### config.mk
export PLATFORM = sky130hd
export DESIGN_NAME = writeback_sequencer
export DESIGN_NICKNAME = d
export VERILOG_FILES = /design/src/rtl/writeback_sequencer_pkg.sv /design/src/rtl/wb_slot_reg.sv /design/src/rtl/writeback_sequencer.sv
export SDC_FILE = /design/constraint.sdc
export NUM_CORES = 1
export LEC_CHECK = 0
export ABC_AREA = 1
export CORE_UTILIZATION = 45
export CTS_BUF_LIST = sky130_fd_sc_hd__clkbuf_4
export CTS_CLUSTER_DIAMETER = 100
export DETAILED_ROUTE_END_ITERATION = 10
export GPL_TIMING_DRIVEN = 1
export PLACE_DENSITY_LB_ADDON = 0.12
export SYNTH_ARGS = -nofsm -noshare
export SYNTH_HDL_FRONTEND = slang
export SYNTH_SLANG_ARGS = --single-unit
### constraint.sdc
create_clock -name clk -period 1.85 [get_ports clk]
set_input_delay 0.185 -clock clk [delete_from_list [all_inputs] [get_ports clk]]
set_output_delay 0.185 -clock clk [all_outputs]
set_load 0.005 [all_outputs]
### src/rtl/writeback_sequencer_pkg.sv
// Shared definitions for the writeback sequencer: FSM state encodings and the
// GPR size codes also understood by the register file.
package writeback_sequencer_pkg;

  typedef enum logic [1:0] {
    StIdle = 2'd0,
    StWb0  = 2'd1,
    StWb1  = 2'd2
  } wb_state_e;

  // Size codes travel untouched to the register file, which does the masking.
  localparam logic [2:0] GprSizeByte  = 3'd1;
  localparam logic [2:0] GprSizeWord  = 3'd2;
  localparam logic [2:0] GprSizeDword = 3'd4;

endpackage

### src/rtl/wb_slot_reg.sv
// Enable-loaded holding register for one GPR write slot {en, number, size, data}.
module wb_slot_reg #(
  parameter int unsigned DATA_W = 32
) (
  input  logic              clk,
  input  logic              reset,
  input  logic              load,
  input  logic              d_en,
  input  logic [2:0]        d_number,
  input  logic [2:0]        d_size,
  input  logic [DATA_W-1:0] d_data,
  output logic              q_en,
  output logic [2:0]        q_number,
  output logic [2:0]        q_size,
  output logic [DATA_W-1:0] q_data
);

  always_ff @(posedge clk) begin
    if (reset) begin
      q_en     <= 1'b0;
      q_number <= '0;
      q_size   <= '0;
      q_data   <= '0;
    end else if (load) begin
      q_en     <= d_en;
      q_number <= d_number;
      q_size   <= d_size;
      q_data   <= d_data;
    end
  end

endmodule

### src/rtl/writeback_sequencer.sv
// Serialises up to two GPR writes per executed instruction onto one write port,
// issuing segment and MMX writes alongside the first GPR write.
module writeback_sequencer
  import writeback_sequencer_pkg::*;
#(
  parameter int unsigned REG_W = 32,
  parameter int unsigned SEG_W = 16,
  parameter int unsigned MMX_W = 64
) (
  input  logic             clk,
  input  logic             reset,
  input  logic             flush,
  input  logic             e_valid,
  output logic             e_ready,
  input  logic             e_reg0_en,
  input  logic [2:0]       e_reg0_number,
  input  logic [2:0]       e_reg0_size,
  input  logic [REG_W-1:0] e_reg0_data,
  input  logic             e_reg1_en,
  input  logic [2:0]       e_reg1_number,
  input  logic [2:0]       e_reg1_size,
  input  logic [REG_W-1:0] e_reg1_data,
  input  logic             e_seg_en,
  input  logic [2:0]       e_seg_number,
  input  logic [SEG_W-1:0] e_seg_data,
  input  logic             e_mmx_en,
  input  logic [2:0]       e_mmx_number,
  input  logic [MMX_W-1:0] e_mmx_data,
  output logic             wb_reg_en,
  output logic [2:0]       wb_reg_number,
  output logic [2:0]       wb_reg_size,
  output logic [REG_W-1:0] wb_reg_data,
  output logic             wb_seg_en,
  output logic [2:0]       wb_seg_number,
  output logic [SEG_W-1:0] wb_seg_data,
  output logic             wb_mmx_en,
  output logic [2:0]       wb_mmx_number,
  output logic [MMX_W-1:0] wb_mmx_data,
  output logic             wb_retire
);

  wb_state_e state_q, state_d;
  logic pend1_q;
  logic accept;

  logic             seg_en_q;
  logic [2:0]       seg_number_q;
  logic [SEG_W-1:0] seg_data_q;
  logic             mmx_en_q;
  logic [2:0]       mmx_number_q;
  logic [MMX_W-1:0] mmx_data_q;

  logic             slot0_en, slot1_en;
  logic [2:0]       slot0_number, slot1_number;
  logic [2:0]       slot0_size, slot1_size;
  logic [REG_W-1:0] slot0_data, slot1_data;

  assign e_ready = (state_q == StIdle) | ((state_q == StWb0) & ~pend1_q) | (state_q == StWb1);
  assign accept  = e_valid & e_ready & ~flush;

  // Slot0 takes reg0 when present, otherwise falls back to reg1.
  wb_slot_reg #(.DATA_W(REG_W)) u_slot0 (
    .clk      (clk),
    .reset    (reset),
    .load     (accept),
    .d_en     (e_reg0_en | e_reg1_en),
    .d_number (e_reg0_en ? e_reg0_number : e_reg1_number),
    .d_size   (e_reg0_en ? e_reg0_size : e_reg1_size),
    .d_data   (e_reg0_en ? e_reg0_data : e_reg1_data),
    .q_en     (slot0_en),
    .q_number (slot0_number),
    .q_size   (slot0_size),
    .q_data   (slot0_data)
  );

  wb_slot_reg #(.DATA_W(REG_W)) u_slot1 (
    .clk      (clk),
    .reset    (reset),
    .load     (accept),
    .d_en     (e_reg0_en & e_reg1_en),
    .d_number (e_reg1_number),
    .d_size   (e_reg1_size),
    .d_data   (e_reg1_data),
    .q_en     (slot1_en),
    .q_number (slot1_number),
    .q_size   (slot1_size),
    .q_data   (slot1_data)
  );

  always_ff @(posedge clk) begin
    if (reset) begin
      state_q      <= StIdle;
      pend1_q      <= 1'b0;
      seg_en_q     <= 1'b0;
      seg_number_q <= '0;
      seg_data_q   <= '0;
      mmx_en_q     <= 1'b0;
      mmx_number_q <= '0;
      mmx_data_q   <= '0;
    end else begin
      state_q <= state_d;
      if (accept) begin
        pend1_q      <= e_reg0_en & e_reg1_en;
        seg_en_q     <= e_seg_en;
        seg_number_q <= e_seg_number;
        seg_data_q   <= e_seg_data;
        mmx_en_q     <= e_mmx_en;
        mmx_number_q <= e_mmx_number;
        mmx_data_q   <= e_mmx_data;
      end
    end
  end

  always_comb begin
    state_d = state_q;
    unique case (state_q)
      StIdle:  state_d = accept ? StWb0 : StIdle;
      StWb0:   state_d = pend1_q ? StWb1 : (accept ? StWb0 : StIdle);
      StWb1:   state_d = accept ? StWb0 : StIdle;
      default: state_d = StIdle;
    endcase
  end

  // Outputs are decoded purely from registered state, never from e_* inputs.
  always_comb begin
    wb_reg_en     = 1'b0;
    wb_reg_number = slot0_number;
    wb_reg_size   = slot0_size;
    wb_reg_data   = slot0_data;
    wb_seg_en     = 1'b0;
    wb_seg_number = seg_number_q;
    wb_seg_data   = seg_data_q;
    wb_mmx_en     = 1'b0;
    wb_mmx_number = mmx_number_q;
    wb_mmx_data   = mmx_data_q;
    wb_retire     = 1'b0;
    unique case (state_q)
      StWb0: begin
        wb_reg_en = slot0_en;
        wb_seg_en = seg_en_q;
        wb_mmx_en = mmx_en_q;
        wb_retire = ~pend1_q;
      end
      StWb1: begin
        wb_reg_en     = slot1_en;
        wb_reg_number = slot1_number;
        wb_reg_size   = slot1_size;
        wb_reg_data   = slot1_data;
        wb_retire     = 1'b1;
      end
      default: ;
    endcase
  end

endmodule
# Word-level counts from Yosys, hierarchy flattened
# Cells that the tools add are included.
# classes
n_bitwise,9
n_reduce_logical,2
eq_ne,2
n_mux,13
# op_table
op,count
32-bit two-way mux,2
3-bit two-way mux,4
1-bit bitwise AND,4
1-bit one-hot mux with 2 select lines,2
2-bit one-hot mux with 2 select lines,1
1-bit two-way mux,3
1-bit OR,3
2-bit by 1-bit == test with 1-bit output (second input constant),1
2-bit == test (second input constant),1
2-bit zero test,1
2-bit two-way mux,1
1-bit inverter,2
2-bit OR reduction,1
# totals
out_inout_bits,129
word_cells,41
register_bits,168
in_bits,170

# Logic depth before layout (Yosys ltp)
# depth
depth_word,9
ltp_mapped,11
depth_no_buf,8

# Modules after synthesis
# A second synthesis with hierarchy kept.
# unflattened
cells_unflattened,1269
hier_area_um2,8207.9
# modules_own_cells
mod,seq_area_each_um2,area_each_um2,cells_each,n_inst
writeback_sequencer,1821.7,4989.8,773,1
wb_slot_reg,780.7,1609.0,248,2

# Least setup slack after synthesis
# Ideal clock, no wire load.
# synth_timing
kind,reg2out
startpoint,register state_q[0]
endpoint,output wb_reg_data[25]
arrival_ps,1350
required_time_ps,1665
path_stages_with_launch,8
path_slack_ps,315
path_buffers,3
cell_sequence,dfxtp_1 > inv_1 > ha_1 > buf_2 > clkbuf_1 > clkbuf_1 > nand2_1 > o21ai_0
# synth_via
elab_chain_cells,2
# synth_lines
element,line_no,text
from (decl),writeback_sequencer.sv:42,"wb_state_e state_q, state_d;"
from (signal assigned),writeback_sequencer.sv:92,state_q <= StIdle;
from (signal assigned),writeback_sequencer.sv:101,state_q <= state_d;
2-bit == test,writeback_sequencer.sv:137,unique case (state_q)
32-bit two-way mux,writeback_sequencer.sv:137,
to (decl),writeback_sequencer.sv:32,"output logic [REG_W-1:0] wb_reg_data,"
# Every way passes these cells.

# Worst setup path after layout
# layout_timing
startpoint,register state_q[0]
endpoint,output wb_reg_data[24]
# The elaborated chain is that of the path after synthesis.

==> impl_results.md <==
- Status: complete, but fails checks
- Failing checks: setup timing
- RSZ-0062 raised after global routing: true
- Initial DRC count: between 400 and 500
- TritonCTS clock tree: built
- Hold WS: roughly 0.19 ns
- Die Wd: about 130 µm
- Final Setup Violations: 37
- Post-Syn Instances: 1257
- Via density: about 4.7
- Die area: ~0.018 mm²
- CTS H-tree lvls: 4
- Fin crit period: between 1.5 and 2 ns
- Slew @ Worst Pin: 0.4288 ns
- Worst Setup Start Kind: flop
- Clock skew: between 0.015 and 0.02 ns
- Share of cells above drive strength 1: around 15%
- I/O Buffers: around 300
- Grt ovf: 0
- CP max FO: 8
- Final net count: 1742
- Crit path from: state_q[0]
- Main synth FF type: dfxtp_1
- Area Growth Syn to Fin: 57.94%
- TritonCTS Buffers: 17
- Syn avg cell area: about 6.2 µm²
- CP arrival: between 1.5 and 2 ns
- Drt pass-1 iters: 5
- Vias after detailed routing: around 8500
- Row cnt: 47
- # IOs: between 200 and 300
- Sinks on the clock net: 168
- Min-Delay Path Depth: 3
- PwrDens: 685.4 mW/mm²
- Slew Viols, Final: 0
- Final period util: 107.2%
- Final Util: roughly 74%
- Flop-to-flop setup slack: 0.05 ns
- Reg-to-reg startpoint: state_q[0]
- Final ANT Viol Nets: 0
- All-Layer GR Usage: a little over a quarter
- R2R depth: 11
- Setup tns final: -3.398 ns
- Max Root-Sink Buffers: 2
- Final Hold Fails: 0
- Place WS: roughly 0.014 ns
- Clock Tree Root: clkbuf_4
- Final WS setup: -0.1331 ns
- Critical R2R Capture: u_slot1.q_data[12]
- Crit path required time: around 1.7 ns
- Synth area leader: dfxtp_1
- Total Wirelength: roughly 25 mm
- Hold Path Class: in2reg
- Post-synth ARST share: 0%
- Die Ht: 133.8 µm
- Synth cell types: 16
- Commonest cells in the netlist: 377 x nand2_1, 294 x nor2_1, 173 x inv_1
- Relative slew slack: 71.41%
- Yosys reg bits: 168
- DRC Markers: 0
- Max frequency: 504.3 MHz
- Most common cell in the netlist: nand2_1
- Peak supply drop: about 0.53 mV
- Post-synth top area share: a little over two fifths
- Worst-path clk slew: around 0.14 ns
- Per-cell routed wire length: between 10 and 15 µm
- Vias in the first global route: roughly 7500
- Critical path capture point type: output port
- Critical path type: reg2out
- Seq/Total Area, Yosys: 43.01%
- Synthesis warning total: 0
- Critical Path Sink: wb_reg_data[24]
- EDFF count, synth: 0
- Fillers: around 1400
- Cell area after synthesis: approximately 0.008 mm²
- Synth area leaders: dfxtp_1 43%, nand2_1 18%, nor2_1 14%, inv_1 8.3%, o21ai_0 4.9%
- Antenna violations before repair: 1
- Largest net degree at the start of global routing: slightly above 80
- First-pass GRT wire length: ~37 mm
- Half-perimeter wire length after placement: 14.96 mm
- Initial Util: between 40% and 50%
- Pleak: approximately 6.2 nW
- Synth Net Count: ~1400
- Clock latency on the worst-skew pair: roughly 0.56 ns
- Gpl congestion: between 0.8 and 0.9
- Core area: 0.01676 mm²
- Max_cap viols: 0
worst min path at each step:
stage                       startpoint            endpoint  slack, ns
floorplan                        reset          state_q[1]       0.26
global placement    u_slot1.q_data[20]  u_slot1.q_data[20]       0.47
detailed placement  u_slot1.q_data[14]  u_slot1.q_data[14]       0.48
CTS                     e_mmx_data[54]     wb_mmx_data[54]       0.14
global route            e_mmx_data[18]     wb_mmx_data[18]       0.13
finish                  e_mmx_data[30]     wb_mmx_data[30]       0.19
layout by cell type, fill, tap and decap left out, types with 13 or more instances in the layout:
cell	synthesis	routed
buf_12	0	20
a21oi_1	41	39
clkbuf_4	0	19
o21ai_2	0	24
o21ai_0	76	38
clkdlybuf4s50_1	0	254
nand3_1	41	41
nor2_1	294	294
buf_2	19	41
nand2_2	0	34
inv_1	173	169
nand2_4	2	16
dfxtp_1	168	166
nand2_1	377	330
buf_6	8	17
o21ai_1	0	13
buf_4	6	14
through the flow:
stage,area [µm²],total power (W),cells
floorplan,7820,0.004848,1257
global placement,11030,0.005762,1719
detailed placement,11030,0.005789,1719
CTS,11810,0.008367,1776
global route,12350,0.008903,1798
finish,12350,0.008465,1798
registers in the layout (all words and copies together) (netlist names):
signal / flops
state_q: 2
wb_seg_data: 16
u_slot1.q_number: 3
u_slot0.q_en: 1
seg_en_q: 1
u_slot1.q_data: 32
wb_mmx_data: 64
wb_seg_number: 3
u_slot1.q_size: 3
u_slot0.q_size: 3
u_slot0.q_number: 3
u_slot0.q_data: 32
wb_mmx_number: 3
pend1_q: 1
mmx_en_q: 1
worst max-delay path, stage by stage, from the launching register on:
cell and delay [ns]:
dfxtp_2 0.36, inv_2 0.05, ha_4 0.19, buf_6 0.14, buf_12 0.13, buf_16 0.14
nand2_1 0.08, o21ai_2 0.05, buf_2 0.12
per-layer routing:
layer,vias up,track usage (%),wire (µm)
met3,45,9.410,2297
met5,-,0,0
met2,330,44.53,12370
li1,4362,-,-
met1,3741,30.26,10110
met4,0,9.470,641
logic make-up after synthesis:
logic type	share of synthesized area (%)
buffers and inverters	13.46
AO/OA/AOI/OAI	7.488
flip-flops	43.01
adder cells (fa/ha/maj)	0.6400
AND/OR/NAND/NOR	35.41
cell type report:
class / count / area, µm² / area share (%)
timing repair buffer: 368 / 3935 / 31.86
multi-input combinational: 839 / 3765 / 30.48
sequential: 168 / 3366 / 27.25
inverter: 174 / 663.1 / 5.369
tap: 220 / 275.3 / 2.229
clock inverter: 9 / 201.4 / 1.631
clock buffer: 19 / 142.6 / 1.155
antenna: 1 / 2.502 / 0.02026
power breakdown:
part | leakage [nW] | internal (W) | switching (W)
logic | 4.62 | 0.00103 | 0.000841
registers | 1.39 | 0.00388 | 0.000142
clock network | 0.180 | 0.00135 | 0.00124
what timing repair did:
action	4_1_cts	5_1_grt
pin swaps	22	10
hold buffers	0	0
cloned	6	12
buffers inserted	23	13
gates resized for setup	281	65
endpoints found under the setup margin	43	187
No activity file was read; power rests on OpenSTA's default activity.
